`src/rtl/uart_rx.sv`:
```
// uart_rx -- 8N1 asynchronous serial receiver.
//
// Synchronises the raw rx pin, validates the start bit, majority-votes three
// mid-bit samples per bit, shifts eight data bits in LSB-first and checks the
// stop bit. A good frame updates `data` with a one-cycle `valid` strobe; a low
// stop bit gives a one-cycle `frame_err` strobe and the receiver then waits for
// the line to return high before looking for the next start edge.
//
// Ports:
//   clk        system clock, rising edge
//   rst        asynchronous active-high reset
//   rx         raw serial input, idle high, asynchronous to clk
//   data[7:0]  last correctly framed byte
//   valid      one-cycle strobe, data updated this cycle
//   frame_err  one-cycle strobe, stop bit sampled low, byte dropped
//   busy       high whenever the receiver is not idle
module uart_rx #(
   parameter int CNT_BPS = 5208
) (
   input  logic       clk,
   input  logic       rst,
   input  logic       rx,
   output logic [7:0] data,
   output logic       valid,
   output logic       frame_err,
   output logic       busy
);

   localparam logic [12:0] CNT_MAX = 13'(CNT_BPS - 1);
   localparam logic [12:0] HALF    = 13'(CNT_BPS / 2);
   localparam logic [12:0] SMP_A   = HALF - 13'd1;
   localparam logic [12:0] SMP_B   = HALF;
   localparam logic [12:0] SMP_C   = HALF + 13'd1;

   localparam logic [2:0] ST_IDLE  = 3'd0;
   localparam logic [2:0] ST_START = 3'd1;
   localparam logic [2:0] ST_DATA  = 3'd2;
   localparam logic [2:0] ST_STOP  = 3'd3;
   localparam logic [2:0] ST_BREAK = 3'd4;

   // 2-of-3 majority vote of the three mid-bit samples
   function automatic logic maj3(input logic a, input logic b, input logic c);
      return (a & b) | (a & c) | (b & c);
   endfunction

   logic       rx_s1;
   logic       rx_s2;
   logic       rx_d;
   logic [2:0] state_r;
   logic [12:0] cnt_r;
   logic [2:0] idx_r;
   logic [7:0] shreg_r;
   logic [1:0] smp_r;

   logic [2:0] state_nx_s;
   logic [12:0] cnt_nx_s;
   logic [12:0] cnt_inc_s;
   logic [2:0] idx_nx_s;
   logic [7:0] shreg_nx_s;
   logic [7:0] data_nx_s;
   logic       valid_nx_s;
   logic       ferr_nx_s;
   logic       wrap_s;
   logic       decide_s;
   logic       bit_s;
   logic       fall_s;

   assign wrap_s    = (cnt_r == CNT_MAX);
   assign decide_s  = (cnt_r == SMP_C);
   assign cnt_inc_s = wrap_s ? 13'd0 : (cnt_r + 13'd1);
   // Third sample is the live synchronised level in the decision cycle itself.
   assign bit_s     = maj3(smp_r[0], smp_r[1], rx_s2);
   assign fall_s    = rx_d & ~rx_s2;

   // Two-flop synchroniser plus one delay stage for edge detection
   always_ff @(posedge clk or posedge rst) begin
      if (rst) begin
         rx_s1 <= 1'b1;
         rx_s2 <= 1'b1;
         rx_d  <= 1'b1;
      end else begin
         rx_s1 <= rx;
         rx_s2 <= rx_s1;
         rx_d  <= rx_s2;
      end
   end

   // Capture the first two of the three mid-bit samples
   always_ff @(posedge clk or posedge rst) begin
      if (rst) begin
         smp_r <= 2'b11;
      end else if (cnt_r == SMP_A) begin
         smp_r[0] <= rx_s2;
      end else if (cnt_r == SMP_B) begin
         smp_r[1] <= rx_s2;
      end else begin
         smp_r <= smp_r;
      end
   end

   // Next-state, counter, shift register and strobe decisions
   always_comb begin
      state_nx_s = state_r;
      cnt_nx_s   = cnt_r;
      idx_nx_s   = idx_r;
      shreg_nx_s = shreg_r;
      data_nx_s  = data;
      valid_nx_s = 1'b0;
      ferr_nx_s  = 1'b0;
      case (state_r)
         ST_IDLE: begin
            cnt_nx_s = 13'd0;
            idx_nx_s = 3'd0;
            if (fall_s) begin
               state_nx_s = ST_START;
            end else begin
               state_nx_s = ST_IDLE;
            end
         end
         ST_START: begin
            cnt_nx_s = cnt_inc_s;
            if (decide_s && bit_s) begin
               // Start bit high at mid-bit: a glitch, not a frame.
               state_nx_s = ST_IDLE;
               cnt_nx_s   = 13'd0;
            end else if (wrap_s) begin
               state_nx_s = ST_DATA;
               idx_nx_s   = 3'd0;
            end else begin
               state_nx_s = ST_START;
            end
         end
         ST_DATA: begin
            cnt_nx_s = cnt_inc_s;
            if (decide_s) begin
               shreg_nx_s = {bit_s, shreg_r[7:1]};
            end else begin
               shreg_nx_s = shreg_r;
            end
            if (wrap_s) begin
               if (idx_r == 3'd7) begin
                  state_nx_s = ST_STOP;
               end else begin
                  idx_nx_s = idx_r + 3'd1;
               end
            end else begin
               idx_nx_s = idx_r;
            end
         end
         ST_STOP: begin
            cnt_nx_s = cnt_inc_s;
            if (decide_s) begin
               cnt_nx_s = 13'd0;
               if (bit_s) begin
                  // Return to IDLE mid stop bit so a back-to-back start is seen.
                  data_nx_s  = shreg_r;
                  valid_nx_s = 1'b1;
                  state_nx_s = ST_IDLE;
               end else begin
                  ferr_nx_s  = 1'b1;
                  state_nx_s = ST_BREAK;
               end
            end else begin
               state_nx_s = ST_STOP;
            end
         end
         ST_BREAK: begin
            cnt_nx_s = 13'd0;
            if (rx_s2) begin
               state_nx_s = ST_IDLE;
            end else begin
               state_nx_s = ST_BREAK;
            end
         end
         default: begin
            state_nx_s = ST_IDLE;
            cnt_nx_s   = 13'd0;
            idx_nx_s   = 3'd0;
         end
      endcase
   end

   // Receiver state and registered outputs
   always_ff @(posedge clk or posedge rst) begin
      if (rst) begin
         state_r   <= ST_IDLE;
         cnt_r     <= 13'd0;
         idx_r     <= 3'd0;
         shreg_r   <= 8'h00;
         data      <= 8'h00;
         valid     <= 1'b0;
         frame_err <= 1'b0;
         busy      <= 1'b0;
      end else begin
         state_r   <= state_nx_s;
         cnt_r     <= cnt_nx_s;
         idx_r     <= idx_nx_s;
         shreg_r   <= shreg_nx_s;
         data      <= data_nx_s;
         valid     <= valid_nx_s;
         frame_err <= ferr_nx_s;
         busy      <= (state_nx_s != ST_IDLE);
      end
   end

endmodule
```
`config.mk`:
```
export PLATFORM = sky130hd
export DESIGN_NAME = uart_rx
export DESIGN_NICKNAME = d
export VERILOG_FILES = /design/src/rtl/uart_rx.sv
export SDC_FILE = /design/constraint.sdc
export NUM_CORES = 1
export LEC_CHECK = 0
export ABC_CLOCK_PERIOD_IN_PS = 2900
export CAP_MARGIN = 15
export CORE_MARGIN = 3
export CORE_UTILIZATION = 57
export CTS_CLUSTER_DIAMETER = 120
export DETAILED_ROUTE_END_ITERATION = 10
export PLACE_DENSITY_LB_ADDON = 0.25
export SETUP_SLACK_MARGIN = 0.1
export SLEW_MARGIN = 0
export SYNTH_ARGS = -nofsm -noshare
export SYNTH_HDL_FRONTEND = slang
export SYNTH_SLANG_ARGS = --single-unit
export TNS_END_PERCENT = 20
```
`constraint.sdc`:
```
create_clock -name clk -period 2.9 [get_ports clk]
set_clock_uncertainty 0.2 [all_clocks]
set_input_delay 0.29 -clock clk [delete_from_list [all_inputs] [get_ports clk]]
set_output_delay 0.29 -clock clk [all_outputs]
set_load 0.01 [all_outputs]
```
# ---- Word level (Yosys, flattened, before mapping)
# Index checks and enable logic that the tools add are counted.
dict set report op_classes {
  n_addsub 2
  n_eq_ne 13
  muxes 24
  n_bitwise 9
  n_reduce_logical 8
}
# operator count
set ops {}
lappend ops {{13-bit by 12-bit equality test with 1-bit output (second input constant)} 3}
lappend ops {{13-bit 2-to-1 mux} 3}
lappend ops {{13-bit one-hot mux with 3 select lines} 1}
lappend ops {{3-bit 2-to-1 mux} 9}
lappend ops {{3-bit one-hot mux with 5 select lines} 1}
lappend ops {{13-bit by 1-bit adder with 13-bit output (second input constant)} 1}
lappend ops {{13-bit equality test (second input constant)} 1}
lappend ops {{3-bit one-hot mux with 3 select lines} 1}
lappend ops {{2-bit inequality test (second input constant)} 4}
lappend ops {{1-bit 2-to-1 mux} 7}
lappend ops {{3-bit by 2-bit equality test with 1-bit output (second input constant)} 2}
lappend ops {{3-bit equality test (second input constant)} 2}
lappend ops {{5-bit AND reduction} 1}
lappend ops {{1-bit AND} 4}
lappend ops {{2-bit 2-to-1 mux} 2}
lappend ops {{2-bit AND reduction} 2}
lappend ops {{3-bit by 1-bit adder with 3-bit output (second input constant)} 1}
lappend ops {{3-bit by 1-bit equality test with 1-bit output (second input constant)} 1}
lappend ops {{3-bit zero test} 1}
lappend ops {{1-bit NOT} 3}
lappend ops {{3-bit AND reduction} 1}
lappend ops {{3-bit nonzero test} 1}
lappend ops {{1-bit OR} 2}
lappend ops {{2-bit OR reduction} 1}
lappend ops {{1-bit logical AND} 1}
dict set report totals {
  reg_bits 43
  in_bits 3
  word_cells 69
}

# ---- Logic depth before layout (Yosys ltp)
# Gate-level depths: netlist of the first run.
dict set report depth {
  word_depth 7
  mapped_depth 8
}

# ---- Least setup slack after synthesis of the first run
# Ideal clock, no wire load.
dict set report synth_path {
  path_type {register to register}
  start {register cnt_r[4]}
  end {register data[0]}
  setup_time_ns 0.125
  t_arrival_ns 2.012
  slack_ns 0.563
  path_stages_with_launch 6
  n_path_buf 0
  period_less_slack_ns 2.337
  cell_sequence {dfrtp_1 -> or4b_4 -> nor4_2 -> nand4_1 -> nor2_4 -> mux2_2}
}
dict set report synth_via {
  elab_chain_len 2
}
# element line_no
set synth_lines {}
lappend synth_lines {{from (decl)} 50} ;# logic [12:0] cnt_r;
lappend synth_lines {{from (signal assigned)} 196} ;# cnt_r <= cnt_nx_s;
lappend synth_lines {{13-bit by 12-bit equality test with 1-bit output} 69} ;# assign decide_s = (cnt_r == SMP_C);
lappend synth_lines {{3-bit AND reduction (no source line)} -}
lappend synth_lines {{to (signal assigned)} 199} ;# data <= data_nx_s;
lappend synth_lines {{to (decl)} 23} ;# output logic [7:0] data,
# No other way between the ends.
# A chain may end at the register's enable or synchronous reset.

# ---- Worst setup path in the final report of the first run
dict set report layout_path {
  start {register cnt_r[8]}
  end {register idx_r[0]}
}
dict set report layout_via {
  elab_chain_len 4
}
# element line_no
set layout_lines {}
lappend layout_lines {{13-bit by 12-bit equality test with 1-bit output} 69}
lappend layout_lines {{1-bit logical AND} 122} ;# if (decide_s && bit_s) begin
lappend layout_lines {{2-bit inequality test (no source line)} -}
lappend layout_lines {{5-bit AND reduction (no source line) (*)} -}
lappend layout_lines {{to (signal assigned)} 197} ;# idx_r <= idx_nx_s;
lappend layout_lines {{to (decl)} 51} ;# logic [2:0] idx_r;
# Mark *: on every way between the ends. The rest lies on a longest branch, timed or not.

==> results of run 1 <==
cell usage in the layout (no fill, tap or decap), types with 7 or more instances in the layout:
cell / Yosys / layout
sky130_fd_sc_hd__clkdlybuf4s50_1: 0 / 13
sky130_fd_sc_hd__dfrtp_1: 38 / 38
sky130_fd_sc_hd__inv_1: 7 / 7
sky130_fd_sc_hd__mux2_2: 9 / 9
sky130_fd_sc_hd__mux2_4: 7 / 7
sky130_fd_sc_hd__nand2_1: 10 / 10
sky130_fd_sc_hd__nand3_1: 7 / 7
sky130_fd_sc_hd__nor2_1: 17 / 17
sky130_fd_sc_hd__xor2_1: 8 / 8
how the worst max path moves through the flow:
stage / start / endpoint / slack [ps] / depth (start not counted)
finish: cnt_r[8] / idx_r[0] / 330 / 5
global route: cnt_r[4] / data[0] / 160 / 5
CTS: cnt_r[8] / idx_r[0] / 330 / 5
detailed placement: cnt_r[8] / idx_r[0] / 350 / 5
global placement: cnt_r[4] / data[7] / 430 / 5
floorplan: cnt_r[4] / data[0] / 560 / 5
per-layer routing:
| metal | share of wire, % | routed length (um) |
|---|---|---|
| met5 | 0 | 0 |
| met4 | 3.2 | 109 |
| met3 | 4.3 | 144 |
| met2 | 50 | 1685 |
| met1 | 43 | 1433 |
through the flow:
stage               instances  hold WS (ps)  util, %  power [mW]  cell area [sq um]
floorplan                 167         94.48        -      0.8298               2022
global placement          222         145.4    64.53      0.8638               2187
detailed placement        222         147.5    64.53      0.8714               2187
CTS                       230         131.8    67.07       1.264               2273
global route              230         123.6    67.07       1.325               2273
finish                    230         137.8    67.07       1.252               2273
area by class of cell:
| type | count | area (sq um) | area share, % |
|---|---|---|---|
| flip-flops and latches | 43 | 1082 | 47.61 |
| repair buffers | 14 | 137.6 | 6.054 |
| clock inverters | 2 | 35.03 | 1.541 |
| inverters | 7 | 26.28 | 1.156 |
| well taps | 46 | 57.56 | 2.532 |
| multi-input cells | 112 | 883.3 | 38.86 |
| clock buffers | 6 | 51.30 | 2.256 |
power breakdown:
| group | internal, mW | switching, mW |
|---|---|---|
| Sequential | 0.641 | 0.0557 |
| Combinational | 0.0710 | 0.0938 |
| Clock | 0.204 | 0.187 |
worst max-delay path: cells and delay by family (launching register included):
family	cells	cell delay, ps
AO/OA/AOI/OAI	2	530
AND/OR/NAND/NOR	2	890
flip-flops	1	460
multiplexers	1	380
cell families (layout without fill, tap and decap cells):
| group | count (synthesis) | in the layout |
|---|---|---|
| DFF | 43 | 43 |
| muxes | 20 | 20 |
| adders and majority gates | 6 | 6 |
| xor gates and xnor gates | 11 | 11 |
| AOI/OAI and AO/OA | 12 | 12 |
| buffers and inverters | 12 | 29 |
| and+or+nand+nor | 63 | 63 |
state kept, by name, indices dropped and copies added, names as in the netlist:
name,flops
idx_r,3
rx_s1,1
valid,1
busy,1
state_r,3
data,8
rx_d,1
rx_s2,1
cnt_r,13
frame_err,1
shreg_r,8
smp_r,2
==> flow_summary.rst, run 1 <==
.. list-table::
   :header-rows: 1

   * - Metric
     - Value
   * - Run status
     - finished, final reports clean
   * - Most frequent cells after synthesis
     - sky130_fd_sc_hd__dfrtp_1, sky130_fd_sc_hd__nor2_1, sky130_fd_sc_hd__nand2_1
   * - Total Neg Setup Slack
     - 0 ps
   * - Endpoint of the worst hold-timing path
     - rx_s1
   * - Met1 track demand over resource
     - 21.28%
   * - Most area-consuming cells after synthesis
     - sky130_fd_sc_hd__dfrtp_1, sky130_fd_sc_hd__dfstp_2, sky130_fd_sc_hd__mux2_4
   * - Die X-Extent
     - 65.56 um
   * - Cell with the most instances after synthesis
     - sky130_fd_sc_hd__dfrtp_1
   * - Worst slack at placement
     - 347.3 ps
   * - Routed Antenna Nets
     - 0
   * - # DRC
     - 0
   * - Simple-Gate Fraction of Synth Area
     - 18.44%
   * - Area share of the largest cell type after synthesis
     - 47.03%
   * - RSZ-0062 raised after global routing
     - false
   * - Ys async rst share
     - 100.0%
   * - Number of inserted diodes
     - 0
   * - Number of port buffers
     - 13
   * - Layer with the highest usage after global routing
     - met2
   * - Biggest fanout along the worst timing path
     - 6
   * - Power density relative to cell area
     - 550.5 nW/um^2
   * - Most used DFF post-synth
     - sky130_fd_sc_hd__dfrtp_1
   * - Overflow left after global routing
     - 0
   * - Length in cells of the worst reg-to-reg path
     - 5
   * - Type of the setup path with the least slack
     - reg2reg
   * - Post-CTS Setup Inserts
     - 0
   * - Worst-skew pair later-pin latency
     - 360 ps
   * - Slowest library cell on the worst path
     - sky130_fd_sc_hd__or4b_1
   * - Post-synth EDFFs
     - 0
   * - Cell taking the most area after synthesis
     - sky130_fd_sc_hd__dfrtp_1
   * - Worst slew slack as a fraction of its limit
     - 61.58%
   * - Yosys cell types
     - 46
   * - Synthesized-area fraction occupied by ao, oa, aoi and oai cells
     - 4.579%
   * - Slack of the critical path
     - 328.2 ps
   * - Clock buffers created by TritonCTS
     - 5
   * - TritonCTS clock tree
     - done
   * - Core Footprint
     - 3390 sq um
   * - First-pass GRT wire length
     - 5871 um
   * - Final Cycle Share
     - 88.68%
   * - Full die area
     - 4298 sq um
   * - Die extent in y
     - 65.56 um
   * - Synthesized instance count
     - 167
   * - Worst reg2reg startpoint
     - cnt_r[8]
   * - Vias in the first global route
     - 1,308
   * - Clock tree root driver cell
     - sky130_fd_sc_hd__clkbuf_4
   * - Number of max-cap violations
     - 0
   * - Global-route track usage on met3
     - 6.154%
   * - Proportion of synthesized chip area in sequential cells
     - 53.53%
   * - Adder-cell area share of the yosys netlist
     - 3.589%
   * - CP Data Arrival Time
     - 2620 ps
   * - Delay of the slowest cell on the worst path
     - 550 ps
   * - Number of fill cells
     - 263
   * - Cell row count
     - 21
   * - Area of the mapped netlist
     - 2022 sq um
   * - Quantity of hold-fixing buffers added after cts
     - 0
   * - Maximum number of pins on one net before global-route repair
     - 44
   * - Number of warnings reported in the yosys synthesis log
     - 0
   * - Synth Area in XOR/XNOR
     - 4.765%
   * - Worst Min Path Start
     - rx
   * - CP endpoint kind
     - flop
   * - Worst-case vdd ir drop
     - 0.4323 mV
   * - Critical R2R Capture
     - idx_r[0]
   * - Starting utilization of the core area
     - 59.65%
   * - Number of placed I/O pins
     - 14
   * - Leak
     - 1.049 nW
   * - Relative area change from synthesis to final layout
     - 12.44%
   * - Slack of the worst reg-to-reg path
     - 330 ps
   * - # resized after CTS
     - 0
   * - Number of setup violations in the final report
     - 0
   * - Sink Count
     - 43
   * - Number of optimization iterations in the first detailed-route pass
     - 4
   * - Number of antenna violations at the first check in global routing
     - 0
   * - Ordered cell list for the critical path
     - or4b_1, nor3_2, a21boi_0, a211oi_2, mux2_1
   * - Share of post-route cells with drive strength above 1
     - 21.20%
   * - Routability congestion estimate from global placement
     - 0.8654
   * - Via density
     - 5.617
   * - Final Hold Viols
     - 0
   * - Worst hold path cell count
     - 1
   * - Main combinational cell family by area after synthesis
     - simple AND/OR/NAND/NOR gates
   * - Required time worst endpoint
     - 2940 ps
   * - Synthesized flop and latch total
     - 43
   * - Slew at the pin closest to its max-slew limit
     - 570.3 ps
   * - HPWL after detailed placement
     - 2401 um
   * - Post-detailed-routing wire length
     - 3371 um
   * - Total number of H-tree levels
     - 2
   * - Initial detailed-routing violation count
     - 90
   * - Met2 Usage GRT
     - 30.21%
   * - Wire length per cell
     - 14.66 um
   * - Synthesized netlist net count
     - 175
   * - Post-synthesis mux area share
     - 12.31%
   * - Class of the tightest hold or removal check
     - in2reg
   * - CTS max path bufs
     - 2
   * - Avg Cell Area, Syn
     - 12.11 sq um
   * - Overall fraction of global-route tracks in use
     - 18.55%
   * - Via count
     - 1,292
   * - Kind of start point of the critical path
     - flop
   * - Clock transition time at the flip-flop clock pins of the worst setup and hold paths
     - 120 ps
   * - F_max
     - 0.3888 GHz
   * - Slew Limit Fails
     - 0
   * - Number of nets in the finished design
     - 191
   * - Time the final worst path needs with I/O delays and setup
     - 2572 ps
(Power assumes the default switching activity.)
==> run 2, diff against run 1 <==
Settings changed: CTS_CLUSTER_SIZE from default to 12.
==> results of run 2 <==
No change in the layout: final DEF, timing and power equal those of run 1.
